**config.mk**
```make
export PLATFORM = sky130hd
export DESIGN_NAME = vga_timing_gen_flat
export DESIGN_NICKNAME = d
export VERILOG_FILES = /design/src/rtl/vga_timing_gen_if.sv /design/src/rtl/vga_timing_gen.sv /design/src/flat_wrapper.sv
export SDC_FILE = /design/constraint.sdc
export NUM_CORES = 1
export LEC_CHECK = 0
export BUFFER_PORTS_ARGS = -buffer_cell sky130_fd_sc_hd__buf_4
export CORE_ASPECT_RATIO = 1.4
export CORE_MARGIN = 5
export CORE_UTILIZATION = 55
export DETAILED_ROUTE_END_ITERATION = 7
export PLACE_DENSITY = 0.76
export REMOVE_ABC_BUFFERS = 1
export SYNTH_ARGS = -nofsm -noshare
export SYNTH_HDL_FRONTEND = slang
export SYNTH_SLANG_ARGS = --single-unit
```
**constraint.sdc**
```tcl
create_clock -name pixel_clk -period 2.78 [get_ports pixel_clk]
set_input_delay 0.556 -clock pixel_clk [delete_from_list [all_inputs] [get_ports pixel_clk]]
set_output_delay 0.556 -clock pixel_clk [all_outputs]
set_load 0.01 [all_outputs]
```
**src/rtl/vga_timing_gen_if.sv**
```systemverilog
// rtl/vga_timing_gen_if.sv - run enable plus fetch/display timing outputs of the VGA timing generator
interface vga_timing_gen_if #(
    parameter int COORD_W = 11
);
    logic               en;
    logic [COORD_W-1:0] fetch_x;
    logic [COORD_W-1:0] fetch_y;
    logic               fetch_valid;
    logic               frame_start;
    logic               line_start;
    logic               vblank;
    logic               h_sync;
    logic               v_sync;
    logic               disp_en;
    logic [COORD_W-1:0] x;
    logic [COORD_W-1:0] y;

    modport master (
        input  en,
        output fetch_x, fetch_y, fetch_valid, frame_start, line_start, vblank,
        output h_sync, v_sync, disp_en, x, y
    );

    modport slave (
        output en,
        input  fetch_x, fetch_y, fetch_valid, frame_start, line_start, vblank,
        input  h_sync, v_sync, disp_en, x, y
    );
endinterface

```
**src/rtl/vga_timing_gen.sv**
```systemverilog
// rtl/vga_timing_gen.sv - parametrised VGA timing generator with early fetch and delayed display stages
module vga_timing_gen #(
    parameter int   H_ACTIVE = 640,
    parameter int   H_FP     = 16,
    parameter int   H_SYNC   = 96,
    parameter int   H_BP     = 48,
    parameter logic H_POL    = 1'b0,
    parameter int   V_ACTIVE = 400,
    parameter int   V_FP     = 12,
    parameter int   V_SYNC   = 2,
    parameter int   V_BP     = 35,
    parameter logic V_POL    = 1'b1,
    parameter int   COORD_W  = 11,
    parameter int   PIPE_DLY = 2
) (
    input  logic             pixel_clk,
    input  logic             reset_n,
    vga_timing_gen_if.master vif
);
    localparam int H_TOTAL = H_ACTIVE + H_FP + H_SYNC + H_BP;
    localparam int V_TOTAL = V_ACTIVE + V_FP + V_SYNC + V_BP;
    localparam int H_SS    = H_ACTIVE + H_FP;
    localparam int V_SS    = V_ACTIVE + V_FP;
    localparam int FW      = 2 * COORD_W + 4;
    localparam int DW      = 2 * COORD_W + 3;

    localparam logic [DW-1:0] DISP_IDLE = {~H_POL, ~V_POL, 1'b0, {(2 * COORD_W){1'b0}}};

    if (PIPE_DLY < 0 || PIPE_DLY > 8) begin : g_bad_pipe_dly
        $error("vga_timing_gen: PIPE_DLY must lie in 0..8");
    end
    if ((H_TOTAL - 1) >= (1 << COORD_W) || (V_TOTAL - 1) >= (1 << COORD_W)) begin : g_bad_coord_w
        $error("vga_timing_gen: COORD_W cannot hold H_TOTAL-1 / V_TOTAL-1");
    end

    logic [COORD_W-1:0] h_cnt_q, h_cnt_d;
    logic [COORD_W-1:0] v_cnt_q, v_cnt_d;
    logic               h_wrap, v_wrap;
    logic               h_act, v_act, h_in_sync, v_in_sync, act;
    logic [COORD_W-1:0] x_d, y_d;
    logic [FW-1:0]      fetch_d, fetch_q;
    logic [DW-1:0]      disp_d;
    logic [DW-1:0]      dly_q [PIPE_DLY+1];

    // Region decode in int domain so a sync end equal to 2**COORD_W cannot alias to 0.
    assign h_wrap    = int'(h_cnt_q) == H_TOTAL - 1;
    assign v_wrap    = int'(v_cnt_q) == V_TOTAL - 1;
    assign h_act     = int'(h_cnt_q) < H_ACTIVE;
    assign v_act     = int'(v_cnt_q) < V_ACTIVE;
    assign h_in_sync = int'(h_cnt_q) >= H_SS && int'(h_cnt_q) < H_SS + H_SYNC;
    assign v_in_sync = int'(v_cnt_q) >= V_SS && int'(v_cnt_q) < V_SS + V_SYNC;
    assign act       = h_act && v_act;

    always_comb begin
        h_cnt_d = h_cnt_q + 1'b1;
        v_cnt_d = v_cnt_q;
        if (!vif.en) begin
            h_cnt_d = '0;
            v_cnt_d = '0;
        end else if (h_wrap) begin
            h_cnt_d = '0;
            v_cnt_d = v_wrap ? '0 : v_cnt_q + 1'b1;
        end
    end

    always_comb begin
        fetch_d = '0;
        disp_d  = DISP_IDLE;
        x_d     = act ? h_cnt_q : '0;
        y_d     = act ? v_cnt_q : '0;
        if (vif.en) begin
            fetch_d = {h_cnt_q, v_cnt_q, act,
                       (h_cnt_q == '0) && (v_cnt_q == '0),
                       (h_cnt_q == '0) && v_act,
                       !v_act};
            disp_d  = {h_in_sync ? H_POL : ~H_POL,
                       v_in_sync ? V_POL : ~V_POL,
                       act, x_d, y_d};
        end
    end

    // Stage 0 of the delay line is aligned with the fetch registers; the rest add PIPE_DLY clocks.
    always_ff @(posedge pixel_clk or negedge reset_n) begin
        if (!reset_n) begin
            h_cnt_q <= '0;
            v_cnt_q <= '0;
            fetch_q <= '0;
            for (int i = 0; i <= PIPE_DLY; i++) begin
                dly_q[i] <= DISP_IDLE;
            end
        end else begin
            h_cnt_q  <= h_cnt_d;
            v_cnt_q  <= v_cnt_d;
            fetch_q  <= fetch_d;
            dly_q[0] <= disp_d;
            for (int i = 1; i <= PIPE_DLY; i++) begin
                dly_q[i] <= dly_q[i-1];
            end
        end
    end

    assign {vif.fetch_x, vif.fetch_y, vif.fetch_valid,
            vif.frame_start, vif.line_start, vif.vblank} = fetch_q;
    assign {vif.h_sync, vif.v_sync, vif.disp_en, vif.x, vif.y} = dly_q[PIPE_DLY];
endmodule

```
**src/flat_wrapper.sv**
```systemverilog
// flat-port wrapper written by rule: the top's interface ports become plain ports
module vga_timing_gen_flat 
#(
    parameter int   H_ACTIVE = 640,
    parameter int   H_FP     = 16,
    parameter int   H_SYNC   = 96,
    parameter int   H_BP     = 48,
    parameter logic H_POL    = 1'b0,
    parameter int   V_ACTIVE = 400,
    parameter int   V_FP     = 12,
    parameter int   V_SYNC   = 2,
    parameter int   V_BP     = 35,
    parameter logic V_POL    = 1'b1,
    parameter int   COORD_W  = 11,
    parameter int   PIPE_DLY = 2
)
  (pixel_clk, reset_n, vif_en, vif_fetch_x, vif_fetch_y, vif_fetch_valid, vif_frame_start, vif_line_start, vif_vblank, vif_h_sync, vif_v_sync, vif_disp_en, vif_x, vif_y);
  vga_timing_gen_if #(.COORD_W(COORD_W)) vif_i ();
  input  logic pixel_clk;
  input  logic reset_n;
  input wire logic [$bits(vif_i.en)-1:0] vif_en;
  output wire logic [$bits(vif_i.fetch_x)-1:0] vif_fetch_x;
  output wire logic [$bits(vif_i.fetch_y)-1:0] vif_fetch_y;
  output wire logic [$bits(vif_i.fetch_valid)-1:0] vif_fetch_valid;
  output wire logic [$bits(vif_i.frame_start)-1:0] vif_frame_start;
  output wire logic [$bits(vif_i.line_start)-1:0] vif_line_start;
  output wire logic [$bits(vif_i.vblank)-1:0] vif_vblank;
  output wire logic [$bits(vif_i.h_sync)-1:0] vif_h_sync;
  output wire logic [$bits(vif_i.v_sync)-1:0] vif_v_sync;
  output wire logic [$bits(vif_i.disp_en)-1:0] vif_disp_en;
  output wire logic [$bits(vif_i.x)-1:0] vif_x;
  output wire logic [$bits(vif_i.y)-1:0] vif_y;
  assign vif_i.en = vif_en;
  assign vif_fetch_x = vif_i.fetch_x;
  assign vif_fetch_y = vif_i.fetch_y;
  assign vif_fetch_valid = vif_i.fetch_valid;
  assign vif_frame_start = vif_i.frame_start;
  assign vif_line_start = vif_i.line_start;
  assign vif_vblank = vif_i.vblank;
  assign vif_h_sync = vif_i.h_sync;
  assign vif_v_sync = vif_i.v_sync;
  assign vif_disp_en = vif_i.disp_en;
  assign vif_x = vif_i.x;
  assign vif_y = vif_i.y;
  vga_timing_gen #(.H_ACTIVE(H_ACTIVE), .H_FP(H_FP), .H_SYNC(H_SYNC), .H_BP(H_BP), .H_POL(H_POL), .V_ACTIVE(V_ACTIVE), .V_FP(V_FP), .V_SYNC(V_SYNC), .V_BP(V_BP), .V_POL(V_POL), .COORD_W(COORD_W), .PIPE_DLY(PIPE_DLY)) u_core (.pixel_clk(pixel_clk), .reset_n(reset_n), .vif(vif_i));
endmodule
```
==> summary.log <==
qor: sta.hold-worst-slack 0.3427 ns
qor: job.max_cap_violations 0
qor: logic_synthesis.yosys-top-cells-area sky130_fd_sc_hd__dfrtp_1 (69%), sky130_fd_sc_hd__buf_4 (3.8%), sky130_fd_sc_hd__and2_1 (3.5%)
qor: route.antenna_left 0
qor: logic_synthesis.top_cell_type_s_share_of_synthesized_area 0.6877
qor: route.routed-via-count 2,596
qor: floorplanning.count_of_pins_on_the_block_boundary 54
qor: logic_synthesis.synthCells 332
qor: floorplanning.die_area 9773 sq um
qor: critical_path.critPathMaxStageDelay 0.56 ns
qor: power_and_ir_drop.power_switching 0.8542 mW
qor: logic_synthesis.postSynthAreaPerCell 13.04 sq um
qor: critical_path.cp.arrival 2.52 ns
qor: sta.finalCritPeriodShare 0.7434
qor: global_route.maximum_number_of_pins_on_one_net_before_global_route_repair 45
qor: worst_hold_path.hold_path.class register to register
qor: power_and_ir_drop.netSwitchingFraction 0.2038
qor: logic_synthesis.synth_async_sr_flop_share 1.000
qor: global_route.antenna_found_initial 0
qor: cts.cts_inserted_buffers 17
qor: cts.clock-sinks 122
qor: placed_design.port_buffers 53
qor: layout.areaGrowthSynthToFinish 22.16%
qor: logic_synthesis.synth_sequential_area_ratio 0.7059
qor: route.vias_per_cell 5.331
qor: sta.max_freq 483.8 MHz
qor: logic_synthesis.synth_flop_cell sky130_fd_sc_hd__dfrtp_1
qor: global_route.grt_pass1_vias 2,731
qor: layout.most-common-layout-cells sky130_fd_sc_hd__dfrtp_1 (119), sky130_fd_sc_hd__buf_4 (57), sky130_fd_sc_hd__nor2_1 (29)
qor: power_and_ir_drop.vdd_ir_drop_max 0.0006084 V
qor: logic_synthesis.synth_area 4330 sq um
qor: critical_path.critical_path.startpoint_type register
qor: power_and_ir_drop.p_seq_frac 0.433
qor: placed_design.place.gp.congestion 0.8764
qor: logic_synthesis.yosys.cell_types.count 46
qor: critical_path.critical_path.max_fanout 9
qor: layout.layout_commonest_cell sky130_fd_sc_hd__dfrtp_1
qor: floorplanning.placementRows 38
qor: logic_synthesis.netlist.top_cell.by_area sky130_fd_sc_hd__dfrtp_1
qor: logic_synthesis.synth.yosys.warnings 0
qor: power_and_ir_drop.clock_power_share 0.541
qor: critical_path.cp.required 3.23 ns
qor: sta.finalHoldViolations 0
qor: floorplanning.die_h 115.0 microns
qor: global_route.global_route_wire_length_before_repair 14.52 mm
qor: cts.post-cts-setup-buffers 0
qor: global_route.track_usage 0.1983
qor: route.drc_errors 0
qor: cts.clockBufferDepth 2
qor: power_and_ir_drop.design_power_total 4.192 mW
qor: sta.worst_slew_margin_rel 0.5160
qor: sta.report.final.slew_viol_count 0
qor: power_and_ir_drop.internal-power 3.338 mW
qor: sta.setup_viol 0
qor: power_and_ir_drop.power.leakage 2.628 nW
qor: logic_synthesis.ys_ff_latch 122
qor: sta.layout_min_cycle_time 2.067 ns
qor: layout.finish.net_count 381
qor: placed_design.hpwl 5.291 mm
qor: floorplanning.chip_width 84.99 microns
qor: global_route.grt_remaining_overflow 0
qor: critical_path.criticalPathCategory register to register
qor: power_and_ir_drop.power-per-cell-area 792.4 nW/um^2
qor: floorplanning.floorplan.core_area 7702 sq um
qor: floorplanning.floorplan.initialDensity 0.5622
qor: cts.clkLatencyLatePin 0.52 ns
qor: critical_path.crit_slowest_cell sky130_fd_sc_hd__nor3_1
qor: layout.n_antenna_cell 0
qor: logic_synthesis.synth-edff-count 0
qor: power_and_ir_drop.p_comb_frac 0.026
qor: run_status.status complete, no violations
qor: cts.path_clk_slew 0.06 ns
qor: critical_path.crit_chain nor2_1, nand3_1, nor3_1, buf_4, and2_1
qor: route.drt_pre_antenna_iters 5
qor: cts.tritoncts yes
qor: sta.clock-skew-final 0.007909 ns
qor: cts.cts.root.buffer_cell sky130_fd_sc_hd__clkbuf_8
qor: sta.grt_setup_unrepaired no
qor: route.wl 8.519 mm
qor: cts.h-tree-depth 4
qor: route.routedWlPerCell 17.49 microns
qor: layout.final_layout_size_suffix_gt1_frac 0.2455
qor: critical_path.worstSetupEndpointType register
qor: sta.totalNegativeSetupSlack 0 ns
qor: sta.tightest_slew 0.7199 ns
qor: route.detailedRoute.firstIterationViolations 240
[cells in the mapped netlist, types with 3 or more instances]
| cell | count |
|---|---|
| sky130_fd_sc_hd__dfrtp_1 | 119 |
| sky130_fd_sc_hd__nor2_1 | 29 |
| sky130_fd_sc_hd__and2_1 | 24 |
| sky130_fd_sc_hd__buf_4 | 22 |
| sky130_fd_sc_hd__nor4_1 | 12 |
| sky130_fd_sc_hd__inv_1 | 10 |
| sky130_fd_sc_hd__nand3_1 | 10 |
| sky130_fd_sc_hd__nand4_1 | 9 |
| sky130_fd_sc_hd__nand2_1 | 8 |
| sky130_fd_sc_hd__nor3_1 | 8 |
| sky130_fd_sc_hd__buf_2 | 7 |
| sky130_fd_sc_hd__clkbuf_1 | 7 |
| sky130_fd_sc_hd__xnor2_1 | 6 |
| sky130_fd_sc_hd__a21oi_1 | 4 |
| sky130_fd_sc_hd__and3_1 | 4 |
| sky130_fd_sc_hd__ha_1 | 4 |
| sky130_fd_sc_hd__o21ai_0 | 4 |
| sky130_fd_sc_hd__o21ai_1 | 4 |
| sky130_fd_sc_hd__dfstp_2 | 3 |
| sky130_fd_sc_hd__or4_1 | 3 |
| sky130_fd_sc_hd__xor2_1 | 3 |
[path summary, 6_finish.rpt]
kind,startpoint,endpoint,slack (ns),cells past startpoint
max,u_core.v_cnt_q[9],u_core.dly_q[69],0.71,5
min,u_core.dly_q[40],u_core.vif.x[4],0.34,0
max reg2reg,u_core.v_cnt_q[9],u_core.dly_q[69],0.71,5
min reg2reg,u_core.dly_q[40],u_core.vif.x[4],0.34,0
max in group asynchronous,reset_n,u_core.v_cnt_q[4],1.62,3
min in group asynchronous,reset_n,u_core.dly_q[47],0.50,2
[critical path: cells and delay by family (launching register included)]
kind,cells,cell delay [ns]
simple gates,4,1.34
flops,1,0.40
buf+inv,1,0.26
[power by group through the flow]
stage / Combinational [mW] / Sequential, mW / Clock [mW]
final: 0.110 / 1.81 / 2.27
after global routing: 0.128 / 1.82 / 2.40
after CTS: 0.114 / 1.81 / 2.29
after detailed placement: 0.112 / 1.84 / 0
after global placement: 0.109 / 1.84 / 0
after floorplan: 0.0276 / 1.85 / 0
[layer usage]
layer / track usage / up-vias / wire [microns]
met5: 0 / - / 0
met4: 0.09081 / 0 / 212
met3: 0.07025 / 20 / 540
met2: 0.3086 / 102 / 4359
met1: 0.2507 / 1292 / 3407
li1: - / 1182 / -
[flip-flops by register name, indices dropped and copies added (netlist names)]
name                cells
u_core.vif.disp_en      1
u_core.vif.y           11
u_core.vif.h_sync       1
u_core.vif.x           11
u_core.vif.v_sync       1
u_core.h_cnt_q         11
u_core.v_cnt_q         11
u_core.fetch_q         26
u_core.dly_q           49
[per-stage QoR]
step	setup WS (ns)	area (sq um)	util	instances
6_report	0.7132	5290	0.6868	487
4_1_cts	0.7085	5290	0.6868	487
2_1_floorplan	0.7718	4089	-	296
3_3_place_gp	0.7794	4662	0.6053	454
3_5_place_dp	0.7087	4662	0.6053	454
5_1_grt	0.4404	5290	0.6868	487
[final cells by class]
type,count,area [sq um]
Inverter,11,41.29
Timing Repair Buffer,59,457.9
Clock inverter,11,168.9
Clock buffer,21,449.2
Multi-Input combinational cell,163,991.0
Tap cell,100,125.1
Fill cell,538,2412
Sequential cell,122,3057
[cells by family (layout without fill, tap and decap cells)]
kind of cell | count (synthesis) | after routing | synth area share
AOI/OAI and AO/OA | 28 | 28 | 0.04305
adders and majority gates | 4 | 4 | 0.01156
other | 1 | 3 | 0.0008660
and+or+nand+nor | 118 | 118 | 0.1508
muxes | 1 | 1 | 0.002600
DFF | 122 | 122 | 0.7059
buffers and inverters | 49 | 102 | 0.06703
xor gates and xnor gates | 9 | 9 | 0.01820
[repair_timing]
item	4_1_cts	5_1_grt
resized for setup	0	0
endpoints found under the setup margin	0	0
hold buffers	1	0
hold endpoints to repair	23	0
Note: power is estimated with default switching activity, not from simulation.
